### src/rtl/rf_pkg.sv
`default_nettype none
// ============================================================================
// Module   : rf_pkg
// Purpose  : Shared widths for the register file, the decode unit and the
//            hazard unit. Holds the default data width, register count and
//            read-port count, plus the address-width derivation.
// Ports    : none (package)
// Options  : none
// Revision : 1.0  initial release
// ============================================================================
package rf_pkg;

    localparam int DEF_DSIZE = 16;
    localparam int DEF_NREG  = 16;
    localparam int DEF_NRD   = 2;

    // Address width for a register file of nreg entries.
    function automatic int rsize_of(input int nreg);
        return $clog2(nreg);
    endfunction

endpackage
`default_nettype wire

### src/rtl/rf_scoreboard.sv
`default_nettype none
// ============================================================================
// Module   : rf_scoreboard
// Purpose  : Per-register pending-write tracker. Owns the busy vector, the
//            issue/writeback/flush priority and the registered pending count.
// Ports    : Clock, Reset (async, active-low)
//            raddr      packed read addresses, one RSIZE slice per port
//            wen/waddr  writeback clears the destination busy flag
//            issue_en/issue_addr  marks a destination as pending
//            flush      clears every busy flag
//            rbusy      per-port busy flag of the addressed register
//            pend_cnt   number of busy registers after the last edge
// Options  : REGFILE_BYPASS_EN - a same-cycle writeback to a port's address
//            reports that port not busy unless it is re-issued this cycle.
// Revision : 1.0  initial release
// ============================================================================
module rf_scoreboard
    import rf_pkg::*;
#(
    parameter  int NREG  = DEF_NREG,
    parameter  int NRD   = DEF_NRD,
    localparam int RSIZE = rsize_of(NREG)
) (
    input  logic                 Clock,
    input  logic                 Reset,
    input  logic [NRD*RSIZE-1:0] raddr,
    input  logic                 wen,
    input  logic [RSIZE-1:0]     waddr,
    input  logic                 issue_en,
    input  logic [RSIZE-1:0]     issue_addr,
    input  logic                 flush,
    output logic [NRD-1:0]       rbusy,
    output logic [RSIZE:0]       pend_cnt
);

    logic [NREG-1:0] busy;
    logic [NREG-1:0] busy_nxt;
    logic [RSIZE:0]  cnt_nxt;

    // Writeback clears first, then issue sets, so a same-cycle issue to the
    // written register leaves it busy (the newer instruction owns it).
    // Flush overrides any issue but never blocks the data write.
    always_comb begin
        busy_nxt = busy;
        if (wen && (waddr != '0)) begin
            busy_nxt[waddr] = 1'b0;
        end
        if (flush) begin
            busy_nxt = '0;
        end else if (issue_en && (issue_addr != '0)) begin
            busy_nxt[issue_addr] = 1'b1;
        end
        busy_nxt[0] = 1'b0;
    end

    always_comb begin
        cnt_nxt = '0;
        for (int i = 1; i < NREG; i++) begin
            cnt_nxt = cnt_nxt + {{RSIZE{1'b0}}, busy_nxt[i]};
        end
    end

    always_ff @(posedge Clock or negedge Reset) begin
        if (!Reset) begin
            busy     <= '0;
            pend_cnt <= '0;
        end else begin
            busy     <= busy_nxt;
            pend_cnt <= cnt_nxt;
        end
    end

    for (genvar p = 0; p < NRD; p++) begin : g_port
        logic [RSIZE-1:0] addr;
        assign addr = raddr[p*RSIZE +: RSIZE];
`ifdef REGFILE_BYPASS_EN
        // A matching writeback resolves the hazard this cycle; the next-state
        // flag also captures a same-cycle re-issue (and flush priority).
        assign rbusy[p] = (wen && (waddr == addr) && (addr != '0))
                        ? busy_nxt[addr] : busy[addr];
`else
        assign rbusy[p] = busy[addr];
`endif
    end

endmodule
`default_nettype wire

### src/rtl/reg_file_sb.sv
`default_nettype none
// ============================================================================
// Module   : reg_file_sb
// Purpose  : Parametrised multi-read-port register file with a per-register
//            pending-write scoreboard. R0 reads as zero and is never busy.
// Ports    : Clock, Reset (async, active-low)
//            RAddr/RData  packed read ports, port i at [i*W +: W]
//            RBusy/Stall  per-port pending flag and their OR
//            Wen/WAddr/WData      writeback port
//            IssueEn/IssueAddr    destination issue (marks pending)
//            Flush                clears all pending flags
//            PendCnt              registered count of busy registers
// Options  : REGFILE_BYPASS_EN - forward same-cycle writeback data to any
//            read port addressing the written register.
// Revision : 1.0  initial release
// ============================================================================
module reg_file_sb
    import rf_pkg::*;
#(
    parameter  int DSIZE = DEF_DSIZE,
    parameter  int NREG  = DEF_NREG,
    parameter  int NRD   = DEF_NRD,
    localparam int RSIZE = rsize_of(NREG)
) (
    input  logic                 Clock,
    input  logic                 Reset,
    input  logic [NRD*RSIZE-1:0] RAddr,
    output logic [NRD*DSIZE-1:0] RData,
    output logic [NRD-1:0]       RBusy,
    output logic                 Stall,
    input  logic                 Wen,
    input  logic [RSIZE-1:0]     WAddr,
    input  logic [DSIZE-1:0]     WData,
    input  logic                 IssueEn,
    input  logic [RSIZE-1:0]     IssueAddr,
    input  logic                 Flush,
    output logic [RSIZE:0]       PendCnt
);

    logic [DSIZE-1:0] mem [NREG];

    // Entry 0 is held at zero by reset and never written.
    always_ff @(posedge Clock or negedge Reset) begin
        if (!Reset) begin
            for (int i = 0; i < NREG; i++) begin
                mem[i] <= '0;
            end
        end else if (Wen && (WAddr != '0)) begin
            mem[WAddr] <= WData;
        end
    end

    for (genvar p = 0; p < NRD; p++) begin : g_rd
        logic [RSIZE-1:0] addr;
        logic [DSIZE-1:0] data;
        assign addr = RAddr[p*RSIZE +: RSIZE];

        always_comb begin
            data = '0;
            if (addr != '0) begin
`ifdef REGFILE_BYPASS_EN
                if (Wen && (WAddr == addr)) begin
                    data = WData;
                end else begin
                    data = mem[addr];
                end
`else
                data = mem[addr];
`endif
            end
        end

        assign RData[p*DSIZE +: DSIZE] = data;
    end

    rf_scoreboard #(
        .NREG (NREG),
        .NRD  (NRD)
    ) u_sb (
        .Clock      (Clock),
        .Reset      (Reset),
        .raddr      (RAddr),
        .wen        (Wen),
        .waddr      (WAddr),
        .issue_en   (IssueEn),
        .issue_addr (IssueAddr),
        .flush      (Flush),
        .rbusy      (RBusy),
        .pend_cnt   (PendCnt)
    );

    assign Stall = |RBusy;

endmodule
`default_nettype wire

### config.mk
export PLATFORM = sky130hd
export DESIGN_NAME = reg_file_sb
export DESIGN_NICKNAME = d
export VERILOG_FILES = /design/src/rtl/rf_pkg.sv /design/src/rtl/rf_scoreboard.sv /design/src/rtl/reg_file_sb.sv
export SDC_FILE = /design/constraint.sdc
export NUM_CORES = 1
export LEC_CHECK = 0
export BUFFER_PORTS_ARGS = -buffer_cell sky130_fd_sc_hd__buf_2
export CORE_ASPECT_RATIO = 1.5
export CORE_MARGIN = 5
export CORE_UTILIZATION = 40
export CTS_CLUSTER_DIAMETER = 150
export CTS_CLUSTER_SIZE = 25
export DETAILED_ROUTE_END_ITERATION = 8
export HOLD_SLACK_MARGIN = 0.03
export PLACE_DENSITY = 0.56
export SYNTH_ARGS = -nofsm -noshare
export SYNTH_HDL_FRONTEND = slang
export SYNTH_SLANG_ARGS = --single-unit
### constraint.sdc
create_clock -name Clock -period 4.65 [get_ports Clock]
set_input_delay 0.93 -clock Clock [delete_from_list [all_inputs] [get_ports Clock]]
set_output_delay 0.93 -clock Clock [all_outputs]
set_load 0.05 [all_outputs]
Word level (Yosys, flattened, before mapping). Index checks and enable logic that the tools add are counted. Widths: inputs -> output; s select.

Bits in registers: 276. Bits of input ports: 37. Word-level logic and storage cells: 80. Output and inout port bits: 40.

$lt $le $gt $ge: 10. Add/subtract/negate cells: 14. Multiplexer cells: 22. Bitwise logic cells: 6. Reduce and logical (&&, ||, !) cells: 10.

Operators with widths (number): $bwmux 256 (1); $mux 16 (10); $bmux 16 s4 (2); $add 5x1->5 (13); $demux 16 s4 (1); $lt 4x5->1 const B (4); $and 16x16->16 (1); $not 16->16 (1); $or 16x16->16 (1); $reduce_bool 4->1 (4); $ge 5x5->1 const B (3); $not 4->5 (3); $bmux 1 s4 (2); $demux 1 s4 (2); $ge 4x1->1 const B (2); $logic_and 1x1->1 (5); $lt 5x1->1 const B (1); $mux 1 (4); $add 1x1->2 (1); $reduce_or 2->1 (1).

Longest topological paths before layout. Gate-level depths: netlist of the first run.

Depth in word-level cells: 24. Gate-level depth with buffers: 21. Depth with buffers taken out: 18.

Cells and area by module. From an unflattened synthesis of the first run, not the netlist that was laid out.

Cells, all modules: 1094. Area total of the unflattened synthesis: 14565.2 um^2.

Modules (own cells, without submodules): reg_file_sb (instances 1, cells each 944, area each 13087.6 um^2); rf_scoreboard (instances 1, cells each 150, area each 1477.7 um^2).

Least setup slack after synthesis of the first run. OpenSTA, ideal clock, no wires.

Path kind: input -> register. Start: input WAddr[1]. End: register u_sb.pend_cnt[4]. Required time: 4586 ps. Arrival time: 5001 ps. Path slack: -416 ps. Cell stages on the path: 21. Buffers on the path: 3. Library setup time: 64 ps. Cell sequence: nand2b_1 > clkbuf_1 > nand2b_1 > buf_2 > buf_4 > a32oi_1 > nor2_1 > ha_1 > inv_1 > fa_1 > fa_1 > inv_1 > fa_1 > inv_1 > fa_1 > inv_1 > ha_1 > inv_1 > fa_1 > nor2b_1 > o21a_1.

Cells in the longest elaborated chain, start to end: 24. Elaborated cells between the ends (all ways): 27.

RTL lines: start, declared (RTL line reg_file_sb.sv:32) `input logic [RSIZE-1:0] WAddr,`; $lt 4x5->1 (implied by the code) / $ge 4x1->1 (equally long branches) (RTL line rf_scoreboard.sv:46) `busy_nxt[waddr] = 1'b0;`; $logic_and 1x1->1 (implied by the code) (RTL line rf_scoreboard.sv:46); $mux 1 (implied by the code) (RTL line rf_scoreboard.sv:46); $demux 1 s4; $not 16->16 (no source line); $and 16x16->16 (no source line); $mux 16 (*) (RTL line rf_scoreboard.sv:45) `if (wen && (waddr != '0)) begin`; $or 16x16->16 (no source line); $mux 16 (*) (RTL line rf_scoreboard.sv:50) `end else if (issue_en && (issue_addr != '0)) begin`; $mux 16 (*) (RTL line rf_scoreboard.sv:48) `if (flush) begin`; named net u_sb.busy_nxt[1] (RTL line rf_scoreboard.sv:37) `logic [NREG-1:0] busy_nxt;`; $add 1x1->2 (*) (RTL line rf_scoreboard.sv:59) `cnt_nxt = cnt_nxt + {{RSIZE{1'b0}}, busy_nxt[i]};`; $add 5x1->5 (*) (13 in series) (RTL line rf_scoreboard.sv:59); named net u_sb.cnt_nxt[4] (RTL line rf_scoreboard.sv:38) `logic [RSIZE:0] cnt_nxt;`; end signal, assigned (RTL line rf_scoreboard.sv:69) `pend_cnt <= cnt_nxt;`; end, declared (RTL line rf_scoreboard.sv:33) `output logic [RSIZE:0] pend_cnt`.

The timed path passes the listed nets; every way through them passes the cells marked *. A chain may end at the register's enable or synchronous reset.

Worst setup path in the final report of the first run.
Start: input WAddr[3]. End: register u_sb.pend_cnt[1].

Same word-level chain as after synthesis.

==> results of run 1 <==
-- layer usage --
metal,track usage (%),vias to the layer above
met4,4.180,2
li1,-,4079
met2,33.70,228
met3,2.948,47
met5,0,-
met1,28.17,5089
-- report_power, final --
part	internal (W)	switching, W
Clock	0.000598	0.000769
Combinational	0.000989	0.000867
Sequential	0.00287	0.000344
-- kinds of logic (layout without fill, tap and decap cells) --
family                   after synthesis  count (layout)  synth area share (%)
buffers and inverters                131             170                 4.553
multiplexers                         412             412                 39.30
XOR/XNOR                               2               2                0.1161
AO/OA/AOI/OAI                        124             124                 5.308
AND/OR/NAND/NOR                      112             112                 3.741
adder cells (fa/ha/maj)               15              15                 1.692
flip-flops                           273             273                 45.28
-- path summary, 6_finish.rpt --
kind,start,end,cells after the start
worst max register to register,u_sb.busy[2]$_DFF_PN0_,u_sb.pend_cnt[1]$_DFF_PN0_,15
worst max-delay path,WAddr[3],u_sb.pend_cnt[1]$_DFF_PN0_,18
worst min-delay path,mem[240]$_DFFE_PN0P_,mem[240]$_DFFE_PN0P_,0
min in group asynchronous,Reset,mem[39]$_DFFE_PN0P_,1
worst min register to register,mem[240]$_DFFE_PN0P_,mem[240]$_DFFE_PN0P_,0
max in group asynchronous,Reset,mem[26]$_DFFE_PN0P_,2
-- worst register-to-register path, delay by kind of cell (launching register included) --
kind	cells	cell delay (ns)
buffers and inverters	6	0.37
adder cells (fa/ha/maj)	7	2.74
flip-flops	1	0.44
AND/OR/NAND/NOR	1	0.08
AO/OA/AOI/OAI	1	0.16
-- cell usage after synthesis, types with 4 or more instances --
cell type / n
sky130_fd_sc_hd__a211oi_1: 21
sky130_fd_sc_hd__a21o_1: 11
sky130_fd_sc_hd__a21oi_1: 38
sky130_fd_sc_hd__a221oi_1: 11
sky130_fd_sc_hd__a22o_1: 4
sky130_fd_sc_hd__a22oi_1: 4
sky130_fd_sc_hd__a32oi_1: 4
sky130_fd_sc_hd__buf_1: 7
sky130_fd_sc_hd__buf_2: 24
sky130_fd_sc_hd__buf_4: 14
sky130_fd_sc_hd__buf_6: 9
sky130_fd_sc_hd__clkbuf_1: 47
sky130_fd_sc_hd__dfrtp_1: 273
sky130_fd_sc_hd__fa_1: 9
sky130_fd_sc_hd__ha_1: 6
sky130_fd_sc_hd__inv_1: 26
sky130_fd_sc_hd__mux2_2: 235
sky130_fd_sc_hd__mux2_4: 27
sky130_fd_sc_hd__mux2i_1: 40
sky130_fd_sc_hd__mux4_2: 110
sky130_fd_sc_hd__nand2_1: 38
sky130_fd_sc_hd__nand2b_1: 5
sky130_fd_sc_hd__nand3_1: 6
sky130_fd_sc_hd__nand4_1: 4
sky130_fd_sc_hd__nor2_1: 22
sky130_fd_sc_hd__nor2_2: 8
sky130_fd_sc_hd__nor2b_1: 10
sky130_fd_sc_hd__o21ai_0: 25
-- per-stage QoR --
step,instances,hold WS [ns],power (W),TNS (ns),area [um2]
floorplan,1069,0.4246,0.004608,-0.8251,15180
global placement,1581,0.3609,0.005078,-0.8334,16080
detailed placement,1581,0.3635,0.005132,-0.8654,16080
CTS,1597,0.3861,0.006511,0,16470
global route,1597,0.4016,0.006767,0,16470
finish,1597,0.3843,0.006432,0,16470
-- final cells by class --
type,count,area [um2]
inverters,26,97.59
flip-flops and latches,273,6832
repair buffers,128,888.4
well taps,489,611.8
fillers,3506,20980
multi-input cells,665,7652
clock buffers,16,389.1
-- flip-flops by register name (all words and copies together), names as in the netlist --
register       cells
mem              253
u_sb.pend_cnt      5
u_sb.busy         15
==> impl_table.tex, run 1 <==
\begin{tabular}{lr}
\hline
Metric & Value \\
\hline
\multicolumn{2}{l}{\textbf{STA}} \\
Final worst-path setup slack & between 0.2 and 0.3 ns \\
Setup repair after global routing missed its margin & false \\
Final number of hold-violating endpoints & 0 \\
Tightest slew margin relative to the limit & between 20\% and 30\% \\
Max Slew Vio Count & 0 \\
Measured slew at the worst slew-check pin & approximately 1.1 ns \\
Tcrit/Tclk final & 93.83\% \\
Setup violation total in the final timing report & 0 \\
Post-layout minimum cycle time & roughly 4.4 ns \\
Worst clock skew & 0.007415 ns \\
Achievable Freq & between 0.2 and 0.25 GHz \\
\multicolumn{2}{l}{\textbf{Detailed routing}} \\
Routed wire length on met3 & 2.087 mm \\
Number of design-rule violations left by the first detailed-router iteration & about 710 \\
Met2 wire len & 20.15 mm \\
Count of antenna-violating nets left after detailed routing & 0 \\
Uppermost layer routed & met5 \\
Number of remaining DRC errors & 0 \\
Number of iterations in the first detailed-routing pass & 5 \\
DRT met1 WL & about 19 mm \\
Average routed wire per standard cell & 26.25 um \\
Via-to-Cell Ratio & 5.914 \\
Total length of routed wires & around 42 mm \\
Vias & approximately 9,400 \\
\multicolumn{2}{l}{\textbf{CTS}} \\
Number of hold buffers added after CTS & 0 \\
Number of H-tree branching levels & 1 \\
Buffers inserted during post-CTS setup optimization & 0 \\
Number of buffers on the longest clock path & 3 \\
Clk pin slew, worst setup/hold paths & 0.09 ns \\
Number of clock buffers inserted by TritonCTS & 14 \\
Clock latency on the worst-skew pair & roughly 0.5 ns \\
Number of clock sinks & 273 \\
Clock tree from TritonCTS & built \\
Root buf cell & sky130\_fd\_sc\_hd\_\_clkbuf\_16 \\
PostCTS Resize Cnt & 0 \\
\multicolumn{2}{l}{\textbf{Run status}} \\
Status & finished, final reports clean \\
\multicolumn{2}{l}{\textbf{Yosys}} \\
Dominant cells by area after synthesis & sky130\_fd\_sc\_hd\_\_dfrtp\_1 (45\%), sky130\_fd\_sc\_hd\_\_mux2\_2 (18\%), sky130\_fd\_sc\_hd\_\_mux4\_2 (16\%) \\
Top cell type's share of synthesized area & roughly 45\% \\
Cell taking the most area after synthesis & sky130\_fd\_sc\_hd\_\_dfrtp\_1 \\
Cell area after technology mapping & around 15,000 um2 \\
Flops \& latches, synth & 273 \\
Post-Synthesis Net Count & 1,121 \\
Synth Area per Inst & 14.11 um2 \\
Number of enable-type register cells in the synthesized netlist & 0 \\
Leading register cell type out of synthesis & sky130\_fd\_sc\_hd\_\_dfrtp\_1 \\
Count of cell types in the netlist & 46 \\
Synthesized instance count & about 1,100 \\
Warnings from Yosys & 0 \\
Share of synthesized flip-flops with an asynchronous set or reset & 100.0\% \\
Proportion of synthesized chip area in sequential cells & a little under half \\
\multicolumn{2}{l}{\textbf{Place}} \\
Worst slack at placement & -0.2631 ns \\
Port buffer count & 76 \\
Final estimated routing congestion in global placement & a little over 0.8 \\
Dpl hpwl & $\sim$27 mm \\
\multicolumn{2}{l}{\textbf{Layout}} \\
Diodes inserted & 0 \\
Fraction of final layout cells with drive strength greater than 1 & between 40\% and 50\% \\
Most frequent cells in the layout & sky130\_fd\_sc\_hd\_\_dfrtp\_1 (273), sky130\_fd\_sc\_hd\_\_mux2\_2 (235), sky130\_fd\_sc\_hd\_\_mux4\_2 (110) \\
Post-Route Utilization & between 40\% and 50\% \\
Most common cell after layout, fill and taps aside & sky130\_fd\_sc\_hd\_\_dfrtp\_1 \\
Relative area change from synthesis to final layout & 9.181\% \\
Fin nets & between 1,000 and 1,500 \\
\multicolumn{2}{l}{\textbf{Global routing}} \\
Antenna violations before repair & 2 \\
Pin count of the biggest net entering global routing & 111 \\
Global-route usage over all layers & roughly a fifth \\
Wire length of the first global-routing pass & roughly 64 mm \\
Via count of the first global-routing pass & around 10,000 \\
Overflow left after global routing & 0 \\
\multicolumn{2}{l}{\textbf{Setup path}} \\
Critical path class & input port to flop \\
Arrival time of the worst setup path & 4.77 ns \\
Capturing element type of the critical path & flop \\
Slack of the worst reg-to-reg path & about 0.77 ns \\
Delay contributed by the slowest stage of the critical path & 0.50 ns \\
Category of cells accounting for the largest share of critical-path delay & adder cells \\
Critical Path Start Type & input port \\
Highest-delay cell along the critical path & sky130\_fd\_sc\_hd\_\_fa\_2 \\
Data required, critical path & 5.05 ns \\
Cell chain of the critical path & buf\_2, nor3b\_4, nand2b\_4, a32oi\_1, nor2\_1, ha\_1, inv\_1, fa\_1, fa\_1, inv\_1, fa\_1, inv\_1, fa\_2, inv\_1, ha\_2, inv\_2, fa\_2, inv\_1 \\
Most numerous cell on the critical path & sky130\_fd\_sc\_hd\_\_inv\_1 \\
Critical path buffer and inverter count & 7 \\
Largest fanout on the critical path & 3 \\
\multicolumn{2}{l}{\textbf{Power}} \\
Cell area power density & between 300 and 400 nW/um2 \\
Peak supply drop & 0.0002230 V \\
Static leakage & 7.107 nW \\
\multicolumn{2}{l}{\textbf{Die}} \\
Initial core utilization & approximately 40\% \\
Die Height & 247.9 um \\
I/O pin count & 77 \\
Core footprint & $\sim$37,000 um2 \\
Placement Rows & between 80 and 90 \\
Die area & 41,780 um2 \\
Die extent in x & between 150 and 200 um \\
\multicolumn{2}{l}{\textbf{Flow run}} \\
Number of violations of the max-capacitance limit & 0 \\
\multicolumn{2}{l}{\textbf{Hold path}} \\
Type of the tightest min-delay check & flop to flop \\
\hline
\end{tabular}
No activity file was read; power rests on OpenSTA's default activity.
==> run 2, diff against run 1 <==
Settings changed: MAX_ROUTING_LAYER from default to met4.
==> impl_table.tex, run 2 (synthesis gave the netlist of run 1 again) <==
\begin{tabular}{lr}
\hline
Metric & Value \\
\hline
\multicolumn{2}{l}{\textbf{CTS}} \\
Clock tree from TritonCTS & built \\
Clk pin slew, worst setup/hold paths & 0.10 ns (about the same) \\
Number of clock buffers inserted by TritonCTS & 14 (unchanged) \\
Number of clock sinks & 273 (unchanged) \\
Number of hold buffers added after CTS & 0 (unchanged) \\
PostCTS Resize Cnt & 0 (unchanged) \\
Number of buffers on the longest clock path & 3 (unchanged) \\
Root buf cell & sky130\_fd\_sc\_hd\_\_clkbuf\_16 \\
Number of H-tree branching levels & 1 (unchanged) \\
Clock latency on the worst-skew pair & 0.50 ns (about the same) \\
Buffers inserted during post-CTS setup optimization & 0 (unchanged) \\
\multicolumn{2}{l}{\textbf{Detailed routing}} \\
Via-to-Cell Ratio & 5.884 (-0.52\%) \\
Average routed wire per standard cell & 26.21 um (-0.16\%) \\
Vias & 9,402 (-0.46\%) \\
Count of antenna-violating nets left after detailed routing & 0 (unchanged) \\
Number of remaining DRC errors & 0 (unchanged) \\
Total length of routed wires & 41.89 mm (about the same) \\
Number of design-rule violations left by the first detailed-router iteration & 671 (-5.2\%) \\
Number of iterations in the first detailed-routing pass & 4 (-1) \\
\multicolumn{2}{l}{\textbf{Power}} \\
Net switching share of the total power & 30.77\% (about the same) \\
Power dissipated by switching net loads & 0.001979 W (about the same) \\
Clk pwr share & 21.2\% (about the same) \\
Peak supply drop & 0.0002213 V (-0.73\%) \\
Sequential group share of total power & 49.9\% (about the same) \\
Cell-internal power & 0.004453 W (about the same) \\
Logic gate share of total power & 28.9\% (about the same) \\
Static leakage & 7.107 nW (unchanged) \\
Cell area power density & 390.5 nW/um2 (about the same) \\
\multicolumn{2}{l}{\textbf{STA}} \\
Tightest slew margin relative to the limit & 28.32\% (-0.11 points) \\
Setup violation total in the final timing report & 0 (unchanged) \\
Final number of hold-violating endpoints & 0 (unchanged) \\
Measured slew at the worst slew-check pin & 1.071 ns (+0.001625 ns) \\
Max Slew Vio Count & 0 (unchanged) \\
Final-layout worst hold slack & 0.3839 ns (-0.0003690 ns) \\
Tcrit/Tclk final & 93.87\% (about the same) \\
Achievable Freq & 0.2291 GHz (about the same) \\
Accumulated negative setup slack & 0 ns (unchanged) \\
Post-layout minimum cycle time & 4.365 ns (+0.001600 ns) \\
Setup repair after global routing missed its margin & false \\
Worst clock skew & 0.006549 ns (-0.0008653 ns) \\
Final worst-path setup slack & 0.2852 ns (-0.001600 ns) \\
\multicolumn{2}{l}{\textbf{Layout}} \\
Top flop regs & mem x253, u\_sb.busy x15, u\_sb.pend\_cnt x5 \\
Most common cell after layout, fill and taps aside & sky130\_fd\_sc\_hd\_\_dfrtp\_1 \\
Fraction of final layout cells with drive strength greater than 1 & 48.74\% (unchanged) \\
Relative area change from synthesis to final layout & 9.198\% (about the same) \\
Non-filler instance count after layout & 1,598 (+0.063\%) \\
Register name with the most flops & mem \\
Largest register FFs & 253 (unchanged) \\
Post-Route Utilization & 43.99\% (about the same) \\
Most frequent cells in the layout & sky130\_fd\_sc\_hd\_\_dfrtp\_1 (273), sky130\_fd\_sc\_hd\_\_mux2\_2 (235), sky130\_fd\_sc\_hd\_\_mux4\_2 (110) \\
Fin nets & 1,160 (unchanged) \\
\multicolumn{2}{l}{\textbf{Die}} \\
Core footprint & 37,450 um2 (unchanged) \\
Die Height & 247.9 um (unchanged) \\
Die area & 41,780 um2 (unchanged) \\
Die extent in x & 168.6 um (unchanged) \\
Placement Rows & 87 (unchanged) \\
I/O pin count & 77 (unchanged) \\
Initial core utilization & 40.29\% (unchanged) \\
\multicolumn{2}{l}{\textbf{Setup path}} \\
Critical path buffer and inverter count & 7 (unchanged) \\
Data required, critical path & 5.05 ns (about the same) \\
Highest-delay cell along the critical path & sky130\_fd\_sc\_hd\_\_fa\_2 \\
Category of cells accounting for the largest share of critical-path delay & adder cells \\
Delay contributed by the slowest stage of the critical path & 0.50 ns (about the same) \\
Largest fanout on the critical path & 3 (unchanged) \\
Capturing element type of the critical path & flop \\
Critical path class & input port to flop \\
Cell chain of the critical path & buf\_2, nor3b\_4, nand2b\_4, a32oi\_1, nor2\_1, ha\_1, inv\_1, fa\_1, fa\_1, inv\_1, fa\_1, inv\_1, fa\_2, inv\_1, ha\_2, inv\_2, fa\_2, inv\_1 \\
Arrival time of the worst setup path & 4.77 ns (about the same) \\
Critical Path Start Type & input port \\
Most numerous cell on the critical path & sky130\_fd\_sc\_hd\_\_inv\_1 \\
\multicolumn{2}{l}{\textbf{Place}} \\
Dpl hpwl & 27.03 mm (unchanged) \\
Worst slack at placement & -0.2631 ns (unchanged) \\
Placed Cells incl. Taps & 1,581 (unchanged) \\
Port buffer count & 76 (unchanged) \\
Final estimated routing congestion in global placement & 0.8188 (+1.5\%) \\
\multicolumn{2}{l}{\textbf{Global routing}} \\
Global-route usage over all layers & 20.73\% (+0.60 points) \\
Pin count of the biggest net entering global routing & 111 (unchanged) \\
Antenna violations before repair & 2 (unchanged) \\
Via count of the first global-routing pass & 9,939 (-0.14\%) \\
Overflow left after global routing & 0 (unchanged) \\
Wire length of the first global-routing pass & 63.56 mm (about the same) \\
\multicolumn{2}{l}{\textbf{Run status}} \\
Status & finished, final reports clean \\
\multicolumn{2}{l}{\textbf{Flow run}} \\
Number of violations of the max-capacitance limit & 0 (unchanged) \\
\multicolumn{2}{l}{\textbf{Hold path}} \\
Type of the tightest min-delay check & flop to flop \\
\hline
\end{tabular}
-- run 2: final cells by class --
cell class / count / area (um2)
repair buffers: 128 / 888.4
inverters: 26 / 97.59
fillers: 3505 / 20970
clock buffers: 16 / 389.1
flip-flops and latches: 273 / 6832
diodes: 1 / 2.502
multi-input cells: 665 / 7652
well taps: 489 / 611.8
-- run 2: per-stage QoR --
stage | power (W) | instance area [um2]
2_1_floorplan | 0.004608 | 15180
3_3_place_gp | 0.005078 | 16080
4_1_cts | 0.006511 | 16470
5_1_grt | 0.006767 | 16470
3_5_place_dp | 0.005132 | 16080
6_report | 0.006432 | 16470
-- run 2: final timing paths --
path,from,endpoint,slack (ns),depth (start not counted)
setup / recovery,WAddr[3],u_sb.pend_cnt[1]$_DFF_PN0_,0.29,18
hold / removal,mem[240]$_DFFE_PN0P_,mem[240]$_DFFE_PN0P_,0.38,0
setup reg to reg,u_sb.busy[2]$_DFF_PN0_,u_sb.pend_cnt[1]$_DFF_PN0_,0.75,15
hold reg to reg,mem[240]$_DFFE_PN0P_,mem[240]$_DFFE_PN0P_,0.38,0
max in group asynchronous,Reset,mem[211]$_DFFE_PN0P_,3.22,2
min in group asynchronous,Reset,mem[39]$_DFFE_PN0P_,0.47,1
-- run 2: power groups by stage --
stage	logic, W	clock network [W]	registers [W]
after floorplan	0.00145	0	0.00315
after global placement	0.00185	0	0.00323
after detailed placement	0.00188	0	0.00325
after CTS	0.00188	0.00142	0.00321
after global routing	0.00200	0.00149	0.00328
final	0.00186	0.00137	0.00321
-- run 2: metal layers --
metal	wire length, um	GRT usage, %	share of wire, %	up-vias
met2	20230	33.63	48	217
met1	18940	28.32	45	5071
li1	-	-	-	4070
met4	848	4.251	2.0	0
met5	0	-	0	-
met3	1863	2.772	4.4	44
==> run 3, diff against run 2 <==
--- a/config.mk
+++ b/config.mk
@@ -7,2 +7,3 @@
 export LEC_CHECK = 0
+export ABC_AREA = 1
 export BUFFER_PORTS_ARGS = -buffer_cell sky130_fd_sc_hd__buf_2
@@ -16,3 +17,2 @@
 export MAX_ROUTING_LAYER = met4
-export PLACE_DENSITY = 0.56
 export SYNTH_ARGS = -nofsm -noshare
==> constraint.sdc (replaced) <==
create_clock -name Clock -period 4.65 [get_ports Clock]
set_input_delay 1.395 -clock Clock [delete_from_list [all_inputs] [get_ports Clock]]
set_output_delay 1.395 -clock Clock [all_outputs]
set_load 0.05 [all_outputs]
==> impl_table.tex, run 3 <==
\begin{tabular}{lr}
\hline
Metric & Value \\
\hline
\multicolumn{2}{l}{\textbf{Global routing}} \\
Antenna violations before repair & 1 (-1) \\
Overflow left after global routing & 0 (unchanged) \\
Via count of the first global-routing pass & 16,220 (+63\%) \\
Global-route usage over all layers & 25.86\% (+5.1 points) \\
Pin count of the biggest net entering global routing & 99 (-11\%) \\
Wire length of the first global-routing pass & 90.24 mm (+42\%) \\
\multicolumn{2}{l}{\textbf{Detailed routing}} \\
Count of antenna-violating nets left after detailed routing & 0 (unchanged) \\
Number of iterations in the first detailed-routing pass & 6 (+2) \\
Number of design-rule violations left by the first detailed-router iteration & 1,566 (+130\%) \\
Average routed wire per standard cell & 18.86 um (-28\%) \\
Vias & 16,270 (+73\%) \\
Via-to-Cell Ratio & 5.320 (-9.6\%) \\
Total length of routed wires & 57.69 mm (+38\%) \\
Number of remaining DRC errors & 0 (unchanged) \\
\multicolumn{2}{l}{\textbf{Yosys}} \\
Synth Area per Inst & 6.724 um2 (-52\%) \\
Proportion of synthesized chip area in sequential cells & 41.60\% (-3.7 points) \\
Warnings from Yosys & 0 (unchanged) \\
Most used standard cell by instance count after synthesis & sky130\_fd\_sc\_hd\_\_nand2\_1 \\
Top cell type's share of synthesized area & 41.60\% (-3.7 points) \\
Count of cell types in the netlist & 29 (-37\%) \\
Xor/xnor cell area share of the yosys netlist & 0.1055\% (-0.011 points) \\
Mux share of post-synthesis cell area & 0\% (-39 points) \\
Commonest cells in the synthesized netlist & sky130\_fd\_sc\_hd\_\_nand2\_1 (934), sky130\_fd\_sc\_hd\_\_nand3\_1 (353), sky130\_fd\_sc\_hd\_\_inv\_1 (339), sky130\_fd\_sc\_hd\_\_dfrtp\_1 (276), sky130\_fd\_sc\_hd\_\_o21ai\_0 (160) \\
Cell area after technology mapping & 16,600 um2 (+10\%) \\
Synthesized instance count & 2,469 (+130\%) \\
Dominant cells by area after synthesis & sky130\_fd\_sc\_hd\_\_dfrtp\_1 (42\%), sky130\_fd\_sc\_hd\_\_nand2\_1 (21\%), sky130\_fd\_sc\_hd\_\_nand3\_1 (11\%) \\
Leading register cell type out of synthesis & sky130\_fd\_sc\_hd\_\_dfrtp\_1 \\
Largest family of logic cells by synthesized area & simple AND/OR/NAND/NOR gates \\
Post-Synthesis Net Count & 2,521 (+120\%) \\
Share of synthesized flip-flops with an asynchronous set or reset & 100.0\% (unchanged) \\
Flops \& latches, synth & 276 (+1.1\%) \\
Adder and majority gate portion of the synthesized area & 1.537\% (-0.15 points) \\
Cell taking the most area after synthesis & sky130\_fd\_sc\_hd\_\_dfrtp\_1 \\
Number of enable-type register cells in the synthesized netlist & 0 (unchanged) \\
Synthesized-area fraction occupied by ao, oa, aoi and oai cells & 10.23\% (+4.9 points) \\
Post-synthesis share of cell area spent on and, or, nand and nor gates & 33.46\% (+30 points) \\
\multicolumn{2}{l}{\textbf{STA}} \\
Max Slew Vio Count & 0 (unchanged) \\
Measured slew at the worst slew-check pin & 0.8288 ns (-0.2425 ns) \\
Post-layout minimum cycle time & 4.627 ns (+0.2624 ns) \\
Tcrit/Tclk final & 99.51\% (+5.6 points) \\
Final-layout worst hold slack & 0.3856 ns (+0.001681 ns) \\
Final worst-path setup slack & 0.02281 ns (-0.2624 ns) \\
Accumulated negative setup slack & 0 ns (unchanged) \\
Achievable Freq & 0.2161 GHz (-5.7\%) \\
Setup repair after global routing missed its margin & true \\
Worst clock skew & 0.004839 ns (-0.001710 ns) \\
Final number of hold-violating endpoints & 0 (unchanged) \\
Setup violation total in the final timing report & 0 (unchanged) \\
Tightest slew margin relative to the limit & 44.74\% (+16 points) \\
\multicolumn{2}{l}{\textbf{CTS}} \\
Number of clock buffers inserted by TritonCTS & 15 (+1) \\
Root buf cell & sky130\_fd\_sc\_hd\_\_clkbuf\_16 \\
Clock latency on the worst-skew pair & 0.52 ns (+0.02 ns) \\
Clock tree from TritonCTS & built \\
Number of hold buffers added after CTS & 0 (unchanged) \\
Clk pin slew, worst setup/hold paths & 0.11 ns (about the same) \\
Number of H-tree branching levels & 1 (unchanged) \\
Number of clock sinks & 276 (+1.1\%) \\
Number of buffers on the longest clock path & 3 (unchanged) \\
\multicolumn{2}{l}{\textbf{Layout}} \\
Largest register FFs & 256 (+1.2\%) \\
Relative area change from synthesis to final layout & 11.34\% \\
Post-Route Utilization & 44.97\% (+0.98 points) \\
Most common cell after layout, fill and taps aside & sky130\_fd\_sc\_hd\_\_nand2\_1 \\
Register name with the most flops & mem \\
Most frequent cells in the layout & sky130\_fd\_sc\_hd\_\_nand2\_1 (930), sky130\_fd\_sc\_hd\_\_nand3\_1 (350), sky130\_fd\_sc\_hd\_\_inv\_1 (329) \\
Fill cell count & 4,250 (+21\%) \\
Fin nets & 2,553 (+120\%) \\
Fraction of final layout cells with drive strength greater than 1 & 10.36\% (-38 points) \\
Diodes inserted & 0 (-1) \\
Top flop regs & mem x256, u\_sb.busy x15, u\_sb.pend\_cnt x5 \\
\multicolumn{2}{l}{\textbf{Power}} \\
Peak supply drop & 0.0001997 V (-9.8\%) \\
Cell area power density & 350.4 nW/um2 (-10\%) \\
Logic gate share of total power & 30.6\% (+1.7 points) \\
Total chip power & 0.006477 W (+0.69\%) \\
Static leakage & 9.705 nW (+37\%) \\
Net switching share of the total power & 36.68\% (+5.9 points) \\
Clk pwr share & 22.3\% (+1.1 points) \\
Sequential group share of total power & 47.2\% (-2.7 points) \\
Cell-internal power & 0.004101 W (-7.9\%) \\
Power dissipated by switching net loads & 0.002376 W (+20\%) \\
\multicolumn{2}{l}{\textbf{Die}} \\
Die Height & 259.5 um (+4.7\%) \\
Core footprint & 41,100 um2 (+9.8\%) \\
I/O pin count & 77 (unchanged) \\
Die area & 45,760 um2 (+9.5\%) \\
Initial core utilization & 40.39\% (+0.10 points) \\
Placement Rows & 91 (+4.6\%) \\
Die extent in x & 176.3 um (+4.6\%) \\
\multicolumn{2}{l}{\textbf{Flow run}} \\
Number of violations of the max-capacitance limit & 0 (unchanged) \\
\multicolumn{2}{l}{\textbf{Setup path}} \\
Critical Path Start Type & input port \\
Largest fanout on the critical path & 3 (unchanged) \\
Delay contributed by the slowest stage of the critical path & 0.52 ns (+0.02 ns) \\
Slack of the worst reg-to-reg path & 0.77 ns (+0.02 ns) \\
Cell chain of the critical path & buf\_2, inv\_2, nand2\_2, inv\_2, nand3\_2, a21oi\_2, ha\_1, inv\_2, fa\_1, fa\_1, inv\_1, fa\_1, inv\_2, fa\_2, inv\_2, ha\_4, inv\_2, fa\_2, inv\_1 \\
R2R Path End & u\_sb.pend\_cnt[1]\$\_DFF\_PN0\_ \\
Worst setup path end & u\_sb.pend\_cnt[1]\$\_DFF\_PN0\_ \\
Most numerous cell on the critical path & sky130\_fd\_sc\_hd\_\_inv\_2 \\
Highest-delay cell along the critical path & sky130\_fd\_sc\_hd\_\_fa\_1 \\
Data required, critical path & 5.07 ns (+0.02 ns) \\
First element of the critical path & IssueAddr[2] \\
Reg2reg start & u\_sb.busy[1]\$\_DFF\_PN0\_ \\
Arrival time of the worst setup path & 5.05 ns (+0.28 ns) \\
Number of cell instances on the worst register-to-register path & 15 (unchanged) \\
Capturing element type of the critical path & flop \\
Critical path class & input port to flop \\
\multicolumn{2}{l}{\textbf{Place}} \\
Dpl hpwl & 39.22 mm (+45\%) \\
Worst slack at placement & -0.6593 ns (-0.3962 ns) \\
Final estimated routing congestion in global placement & 0.8920 (+8.9\%) \\
Port buffer count & 76 (unchanged) \\
\multicolumn{2}{l}{\textbf{Hold path}} \\
Type of the tightest min-delay check & flop to flop \\
\multicolumn{2}{l}{\textbf{Run status}} \\
Status & finished, final reports clean \\
\hline
\end{tabular}
## run 3: changes by cell type in the layout (fill, tap and decap cells not counted), moves of 17 or more
| cell | change |
|---|---|
| sky130_fd_sc_hd__mux2_2 | -235 |
| sky130_fd_sc_hd__o21ai_1 | +119 |
| sky130_fd_sc_hd__nand3_1 | +344 |
| sky130_fd_sc_hd__mux2_4 | -27 |
| sky130_fd_sc_hd__o21ai_0 | +134 |
| sky130_fd_sc_hd__buf_12 | +17 |
| sky130_fd_sc_hd__a21oi_1 | +20 |
| sky130_fd_sc_hd__mux2i_1 | -40 |
| sky130_fd_sc_hd__inv_1 | +304 |
| sky130_fd_sc_hd__mux4_2 | -110 |
| sky130_fd_sc_hd__buf_4 | +40 |
| sky130_fd_sc_hd__nand2_1 | +892 |
| sky130_fd_sc_hd__a211oi_1 | -21 |
## run 3: final cells by class
| type | count | area [um2] | share of cell area (%) |
|---|---|---|---|
| Sequential cell | 276 | 6907 | 37.36 |
| Inverter | 348 | 1333 | 7.209 |
| Clock buffer | 16 | 379.1 | 2.051 |
| Timing Repair Buffer | 180 | 1523 | 8.237 |
| Tap cell | 558 | 698.2 | 3.777 |
| Clock inverter | 1 | 30.03 | 0.1624 |
| Multi-Input combinational cell | 1680 | 7616 | 41.20 |
## run 3: through the flow
stage	cell area, um2	cells
finish	18490	3059
global route	18490	3059
CTS	18400	3057
detailed placement	17940	3039
global placement	17940	3039
floorplan	16630	2469
## run 3: timing repair
action | CTS | global route
pin swaps | 3 | 7
endpoints found under the setup margin | 3 | 7
resized for setup | 17 | 22
setup buffers | 1 | 2
## run 3: how the worst min path moves through the flow
stage	startpoint	endpoint	slack, ns	depth (start not counted)
after floorplan	mem[240]$_DFFE_PN0P_	mem[240]$_DFFE_PN0P_	0.43	1
after global placement	mem[244]$_DFFE_PN0P_	mem[244]$_DFFE_PN0P_	0.37	0
after detailed placement	mem[245]$_DFFE_PN0P_	mem[245]$_DFFE_PN0P_	0.37	0
after CTS	mem[254]$_DFFE_PN0P_	mem[254]$_DFFE_PN0P_	0.39	0
after global routing	mem[254]$_DFFE_PN0P_	mem[254]$_DFFE_PN0P_	0.40	0
final	mem[254]$_DFFE_PN0P_	mem[254]$_DFFE_PN0P_	0.39	0
## run 3: kinds of logic after synthesis
family | count (synthesis)
AO/OA/AOI/OAI | 339
XOR/XNOR | 2
adder cells (fa/ha/maj) | 15
buffers and inverters | 513
flip-flops | 276
AND/OR/NAND/NOR | 1324
## run 3: power groups by stage
stage | Combinational, W | Clock [W] | Sequential (W)
finish | 0.00198 | 0.00144 | 0.00305
global route | 0.00225 | 0.00158 | 0.00311
CTS | 0.00197 | 0.00149 | 0.00305
detailed placement | 0.00196 | 0 | 0.00310
global placement | 0.00191 | 0 | 0.00309
floorplan | 0.00136 | 0 | 0.00306
## run 3: critical path, delay by kind of cell
kind,cells,cell delay (ns)
and+or+nand+nor,2,0.14
AOI/OAI and AO/OA,1,0.18
buffers and inverters,9,0.61
adders and majority gates,7,2.73
## run 3: layer usage
metal  vias to the layer above  part of all wire [%]  wire (um)  global-route usage (%)
met2                       633                    49      28470                   44.02
met1                      7778                    39      22610                   31.00
met3                       158                   6.1       3522                   2.389
li1                       7704                     -          -                       -
met4                         0                   5.4       3089                   12.11
met5                         -                     0          0                       -
